[config.mk]
export PLATFORM = sky130hd
export DESIGN_NAME = crc8_serial_engine
export DESIGN_NICKNAME = d
export VERILOG_FILES = /design/src/rtl/crc8_serial_engine_pkg.sv /design/src/rtl/crc8_serial_engine_crc_step.sv /design/src/rtl/crc8_serial_engine.sv
export SDC_FILE = /design/constraint.sdc
export NUM_CORES = 1
export LEC_CHECK = 0
export BUFFER_PORTS_ARGS = -buffer_cell sky130_fd_sc_hd__buf_4
export CAP_MARGIN = 20
export CORE_MARGIN = 2
export CORE_UTILIZATION = 40
export CTS_CLUSTER_DIAMETER = 150
export DETAILED_ROUTE_END_ITERATION = 12
export PLACE_DENSITY = 0.7
export SLEW_MARGIN = 25
export SYNTH_ARGS = -nofsm -noshare
export SYNTH_HDL_FRONTEND = slang
export SYNTH_SLANG_ARGS = --single-unit
[constraint.sdc]
create_clock -name clk -period 4.4 [get_ports clk]
set_input_delay 0.22 -clock clk [delete_from_list [all_inputs] [get_ports clk]]
set_output_delay 0.22 -clock clk [all_outputs]
set_load 0.005 [all_outputs]
[src/rtl/crc8_serial_engine_pkg.sv]
`default_nettype none
// ============================================================================
//  Module      : crc8_serial_engine_pkg
//  Description : Shared definitions for the bit-serial CRC engine: FSM state
//                encodings, CRC-8/SMBUS default parameters and the saturating
//                bit counter helper.
//  Contents    : state_t (ST_IDLE / ST_RUN / ST_DONE, 2-bit encoding)
//                CRC8_POLY, CRC8_INIT, CRC8_XOR_OUT, CNT_MAX
//                sat_inc() - 16-bit increment that sticks at CNT_MAX
//  Revision    : 1.0 - initial release
// ============================================================================
package crc8_serial_engine_pkg;

   // Engine states. The encoding is fixed so that the state can be observed
   // and compared against other implementations of the same engine.
   typedef enum logic [1:0] {
      ST_IDLE = 2'd0,
      ST_RUN  = 2'd1,
      ST_DONE = 2'd2
   } state_t;

   // CRC-8/SMBUS: x^8 + x^2 + x + 1, zero init, no output inversion.
   localparam logic [7:0]  CRC8_POLY    = 8'h07;
   localparam logic [7:0]  CRC8_INIT    = 8'h00;
   localparam logic [7:0]  CRC8_XOR_OUT = 8'h00;

   localparam logic [15:0] CNT_MAX      = 16'hFFFF;

   // Increment that holds at the all-ones value instead of wrapping.
   function automatic logic [15:0] sat_inc(input logic [15:0] v);
      return (v == CNT_MAX) ? v : v + 16'd1;
   endfunction

endpackage : crc8_serial_engine_pkg
`default_nettype wire

[src/rtl/crc8_serial_engine_crc_step.sv]
`default_nettype none
// ============================================================================
//  Module      : crc8_serial_engine_crc_step
//  Description : Combinational single-bit CRC update, MSB-first.
//                   fb    = crc[WIDTH-1] ^ bit
//                   next  = {crc[WIDTH-2:0], 1'b0} ^ (fb ? POLY : 0)
//                Built from xor gate primitives so that gate-level netlists
//                keep the same unit-delay structure as the upstream XOR stage.
//  Ports       : crc_i  [WIDTH-1:0] in  current CRC register value
//                bit_i              in  incoming data bit
//                crc_o  [WIDTH-1:0] out CRC value after folding in bit_i
//  Revision    : 1.0 - initial release
// ============================================================================
module crc8_serial_engine_crc_step
   import crc8_serial_engine_pkg::*;
#(
   parameter int                 WIDTH = 8,
   parameter logic [WIDTH-1:0]   POLY  = WIDTH'(CRC8_POLY)
) (
   input  logic [WIDTH-1:0] crc_i,
   input  logic             bit_i,
   output logic [WIDTH-1:0] crc_o
);

   wire             w_fb;
   wire [WIDTH-1:0] w_next;

   // Feedback: the bit shifted out of the register combined with the data.
   xor u_fb (w_fb, crc_i[WIDTH-1], bit_i);

   // POLY is a constant, so each tap collapses either to an xor with the
   // feedback or to a plain wire from the neighbouring register bit.
   for (genvar i = 0; i < WIDTH; i++) begin : g_bit
      if (i == 0) begin : g_lsb
         if (POLY[0]) begin : g_tap
            assign w_next[0] = w_fb;
         end else begin : g_notap
            assign w_next[0] = 1'b0;
         end
      end else begin : g_upper
         if (POLY[i]) begin : g_tap
            xor u_tap (w_next[i], crc_i[i-1], w_fb);
         end else begin : g_notap
            assign w_next[i] = crc_i[i-1];
         end
      end
   end

   assign crc_o = w_next;

endmodule : crc8_serial_engine_crc_step
`default_nettype wire

[src/rtl/crc8_serial_engine.sv]
`default_nettype none
// ============================================================================
//  Module      : crc8_serial_engine
//  Description : Bit-serial CRC accumulator. Consumes one data bit per clock
//                from the XOR stage, frames the stream with start/bit_last,
//                reports the final CRC with a one-cycle valid pulse and
//                compares it against an expected value.
//  Ports       : clk                 in  rising-edge clock
//                rst_n               in  asynchronous active-low reset
//                start               in  begin (or restart) a frame
//                bit_in              in  data bit, MSB-first
//                bit_valid           in  bit_in valid this cycle
//                bit_last            in  final bit of frame (with bit_valid)
//                bit_ready           out engine accepts a bit this cycle
//                crc_exp [WIDTH-1:0] in  expected CRC, sampled on last bit
//                crc_out [WIDTH-1:0] out final CRC after XOR_OUT
//                crc_valid           out one-cycle pulse, crc_out/crc_ok valid
//                crc_ok              out crc_out == crc_exp
//                busy                out engine is in the RUN state
//                bit_count [15:0]    out bits accepted, saturating
//  Revision    : 1.0 - initial release
// ============================================================================
module crc8_serial_engine
   import crc8_serial_engine_pkg::*;
#(
   parameter int               WIDTH   = 8,
   parameter logic [WIDTH-1:0] POLY    = WIDTH'(CRC8_POLY),
   parameter logic [WIDTH-1:0] INIT    = WIDTH'(CRC8_INIT),
   parameter logic [WIDTH-1:0] XOR_OUT = WIDTH'(CRC8_XOR_OUT)
) (
   input  logic             clk,
   input  logic             rst_n,
   input  logic             start,
   input  logic             bit_in,
   input  logic             bit_valid,
   input  logic             bit_last,
   output logic             bit_ready,
   input  logic [WIDTH-1:0] crc_exp,
   output logic [WIDTH-1:0] crc_out,
   output logic             crc_valid,
   output logic             crc_ok,
   output logic             busy,
   output logic [15:0]      bit_count
);

   state_t             state_q;
   logic [WIDTH-1:0]   crc_q;
   logic [WIDTH-1:0]   crc_d;
   logic [WIDTH-1:0]   final_d;
   logic [WIDTH-1:0]   crc_out_q;
   logic               crc_valid_q;
   logic               crc_ok_q;
   logic               bit_ready_q;
   logic               busy_q;
   logic [15:0]        bit_count_q;
   logic [15:0]        bit_count_d;
   logic               accept;

   // ------------------------------------------------------------------
   // Datapath: one CRC step per accepted bit
   // ------------------------------------------------------------------
   crc8_serial_engine_crc_step #(
      .WIDTH (WIDTH),
      .POLY  (POLY)
   ) u_step (
      .crc_i (crc_q),
      .bit_i (bit_in),
      .crc_o (crc_d)
   );

   assign final_d     = crc_d ^ XOR_OUT;
   assign bit_count_d = sat_inc(bit_count_q);

   // bit_ready_q is high exactly in RUN, so this is the handshake.
   assign accept      = bit_ready_q & bit_valid;

   // ------------------------------------------------------------------
   // FSM with registered outputs. bit_ready/busy are loaded together with
   // the state so they are pure flop outputs, never a path from inputs.
   // ------------------------------------------------------------------
   always_ff @(posedge clk or negedge rst_n) begin
      if (!rst_n) begin
         state_q     <= ST_IDLE;
         crc_q       <= INIT;
         crc_out_q   <= '0;
         crc_valid_q <= 1'b0;
         crc_ok_q    <= 1'b0;
         bit_ready_q <= 1'b0;
         busy_q      <= 1'b0;
         bit_count_q <= '0;
      end else begin
         // Pulse output: only the RUN->DONE transition raises it.
         crc_valid_q <= 1'b0;

         case (state_q)
            ST_IDLE: begin
               if (start) begin
                  state_q     <= ST_RUN;
                  crc_q       <= INIT;
                  bit_count_q <= '0;
                  bit_ready_q <= 1'b1;
                  busy_q      <= 1'b1;
               end
            end

            ST_RUN: begin
               if (start) begin
                  // Restart wins over any bit offered in the same cycle,
                  // including one flagged as last.
                  crc_q       <= INIT;
                  bit_count_q <= '0;
               end else if (accept) begin
                  crc_q       <= crc_d;
                  bit_count_q <= bit_count_d;
                  if (bit_last) begin
                     crc_out_q   <= final_d;
                     crc_ok_q    <= (final_d == crc_exp);
                     crc_valid_q <= 1'b1;
                     state_q     <= ST_DONE;
                     bit_ready_q <= 1'b0;
                     busy_q      <= 1'b0;
                  end
               end
            end

            ST_DONE: begin
               // Holding start here gives a 2-cycle last-to-first-bit
               // turnaround between frames.
               if (start) begin
                  state_q     <= ST_RUN;
                  crc_q       <= INIT;
                  bit_count_q <= '0;
                  bit_ready_q <= 1'b1;
                  busy_q      <= 1'b1;
               end else begin
                  state_q     <= ST_IDLE;
               end
            end

            default: begin
               state_q     <= ST_IDLE;
               bit_ready_q <= 1'b0;
               busy_q      <= 1'b0;
            end
         endcase
      end
   end

   assign bit_ready = bit_ready_q;
   assign busy      = busy_q;
   assign crc_out   = crc_out_q;
   assign crc_valid = crc_valid_q;
   assign crc_ok    = crc_ok_q;
   assign bit_count = bit_count_q;

endmodule : crc8_serial_engine
`default_nettype wire

==> qor.yml <==
hold_buffers: 1
syn_nets: 215
critPathTopFamily: "simple AND/OR/NAND/NOR gates"
maxCapViolations: 0
floorplan.rows: 25
top_post_synthesis_cells_by_area: "dfrtp_1 46%, nand2_1 4.9%, a22o_1 4.4%"
outcome: "completed"
stage_delay_of_the_slowest_cell_on_the_critical_path_ns: 0.44
clock-root-buffer: "clkbuf_8"
timing.final.hold_violations: 0
yosys.area.top_type_share: 0.4639
core_region_area_sq_um: 4755
tritoncts.num_buffers: 5
gr-usage-all-layers: 0.1746
initial_utilization: 0.4197
synth_most_common_cell: "dfrtp_1"
num-fill-cells: 451
timing.setup.tns_ns: 0
timing.final.setup_violations: 0
fin_clk_skew_ns: 0.005463
worstPathRequired_ns: 4.56
worst-path-max-fanout: 10
clkSlewWorstSetupHoldPaths_ns: 0.08
worstPathCellList: "ha_1 > and3_1 > nand4_2 > o21ai_2 > o22ai_1"
number_of_inserted_diodes: 0
drv_slew: 0
place.port_buffers: 41
critPathArrivalTime_ns: 2.06
synth.yosys.seq_area_share: 0.4639
layout-drive-gt1-share: 0.2552
post_synth.cell_area_avg_sq_um: 9.978
final_min_period_over_clock_period: 0.4316
ctsHtreeMaxLevel: 2
route.detailed.drc: 0
crit_path_end_kind: "register"
cts_num_sinks: 37
floorplan.die.height_um: 74.64
fmax_mhz: 526.5
min_path_type: "primary input to register"
postLayoutSetupSlackWorst_ns: 2.501
ctsLongestPathBuffers: 2
syn2layout_area_growth_pct: 23.26
cts_tree: "done"
worst-slew-pin-transition_ns: 0.5102
cp.buffers_inverters: 0
master_of_the_slowest_instance_on_the_critical_path: "dfrtp_1"
synth-edff-count: 0
design.portCount: 42
hold_ws_ns: 0.2311
post_synth_instance_area_sq_um: 1996
yosys_warnings: 0
cellPowerDensity_nw_per_um2: 312.3
synth_area_leader_cell: "dfrtp_1"
vias: 1682
clkLatencyLatePin_ns: 0.29
detail-route-antenna-nets: 0
grt_overflow: 0
routabilityCongestion: 0.7962
drt_pre_antenna_iters: 4
min_period_ns: 1.899
yosys_register_bits: 37
dieArea_sq_um: 5570
die_x_um: 74.64
synthTopCellsByCount: "37 x dfrtp_1, 26 x nand2_1, 13 x inv_1"
kind_of_critical_path: "register to register"
routed_via_density: 5.497
wl_per_cell_um: 15.07
vdd.ir_drop.worst_uv: 190.6
grt_antenna_before_repair: 0
drt-initial-drc-count: 70
synth_cell_type_count: 47
p_leak_nw: 1.194
synthesis.instances: 200
rsz0062_at_grt: "no"
routed_wirelength_um: 4611
synth_async_reset_ratio: 1.000
post_cts.repair.setup_buffers: 0
dominantRegCellSynth: "dfrtp_1"
cts_repair_resize_count: 0
design.final.nets: 253
p_total_w: 0.0007682
first_global_vias: 1520
detailed_placement_hpwl_um: 3025
largest_net_degree_at_the_start_of_global_routing: 38
slew_headroom: 0.6587
grt_pass1_wl_um: 7293
cp-start-kind: "register"
dpl_worst_slack_ns: 2.513
-- where the power goes --
group / leakage (nW) / switching (W) / internal, W
clock network: 0.0687 / 0.000131 / 0.000228
logic: 0.616 / 0.0000299 / 0.0000285
registers: 0.510 / 0.00000384 / 0.000347
total: 1.19 / 0.000164 / 0.000604
-- worst paths after layout --
path | from | endpoint | slack (ns) | cells after the start
hold / removal | start | state_q[0] | 0.23 | 3
max in group asynchronous | rst_n | crc_out[0] | 3.65 | 2
min in group asynchronous | rst_n | bit_count[6] | 0.42 | 2
hold reg to reg | crc_out[7] | crc_out[7] | 0.48 | 2
setup reg to reg | bit_count[0] | bit_count[1] | 2.50 | 5
setup / recovery | bit_count[0] | bit_count[1] | 2.50 | 5
-- worst register-to-register path, stage by stage (launching register included) --
cell     delay, ns
dfrtp_1       0.44
ha_1          0.22
and3_1        0.39
nand4_2       0.19
o21ai_2       0.38
o22ai_1       0.15
-- flip-flops by register name, summed over array words and instances (netlist names) --
| name | cells |
|---|---|
| busy | 1 |
| crc_q | 8 |
| crc_out | 8 |
| bit_count | 16 |
| crc_valid | 1 |
| crc_ok | 1 |
| state_q | 2 |
-- through the flow --
step,utilization,cells,cell area [sq um]
global route,0.5174,306,2460
global placement,0.4863,297,2312
detailed placement,0.4863,297,2312
CTS,0.5174,306,2460
floorplan,-,200,1996
finish,0.5174,306,2460
-- routing by layer --
metal,share of wire,track usage
met1,0.46,0.2491
met2,0.48,0.2566
met3,0.054,0.04284
met4,0.0098,0.06944
met5,0,0
-- cells in the final DEF (no fill, tap or decap), types with 2 or more instances in the layout --
master	synthesis	routed
buf_4	4	41
nand2b_1	2	2
dfrtp_1	37	37
and3_1	5	5
a211oi_1	7	7
a21oi_1	7	7
o21ai_0	4	4
a31oi_1	4	4
nand3_1	3	3
bufinv_16	0	2
mux2i_1	2	2
clkbuf_8	0	5
and2_1	3	3
nand2_1	26	26
inv_1	13	13
and4_1	4	4
o22ai_1	8	8
nor3_1	3	3
xor2_1	10	10
a22o_1	10	10
nand4_1	8	8
o211ai_1	5	5
nor2_8	2	2
nor2_1	3	3
mux2_2	2	2
-- logic make-up (layout without fill, tap and decap cells) --
kind of cell               count (synthesis)  count (layout)  synth area share
and+or+nand+nor                           68              68            0.2044
AOI/OAI and AO/OA                         55              55            0.1962
DFF                                       37              37            0.4640
buffers and inverters                     25              64           0.06395
xor gates and xnor gates                  10              10           0.04389
muxes                                      4               4           0.02132
adders and majority gates                  1               1          0.006269
-- area by class of cell --
type                       instances  area (sq um)  area share
multi-input combinational        138         942.2      0.3830
sequential                        37         925.9      0.3764
timing repair buffer              42         317.8      0.1292
tap                               67         83.83     0.03408
clock buffer                       5         68.82     0.02798
clock inverter                     3         68.82     0.02798
inverter                          14         52.55     0.02136
(Power assumes the default switching activity.)
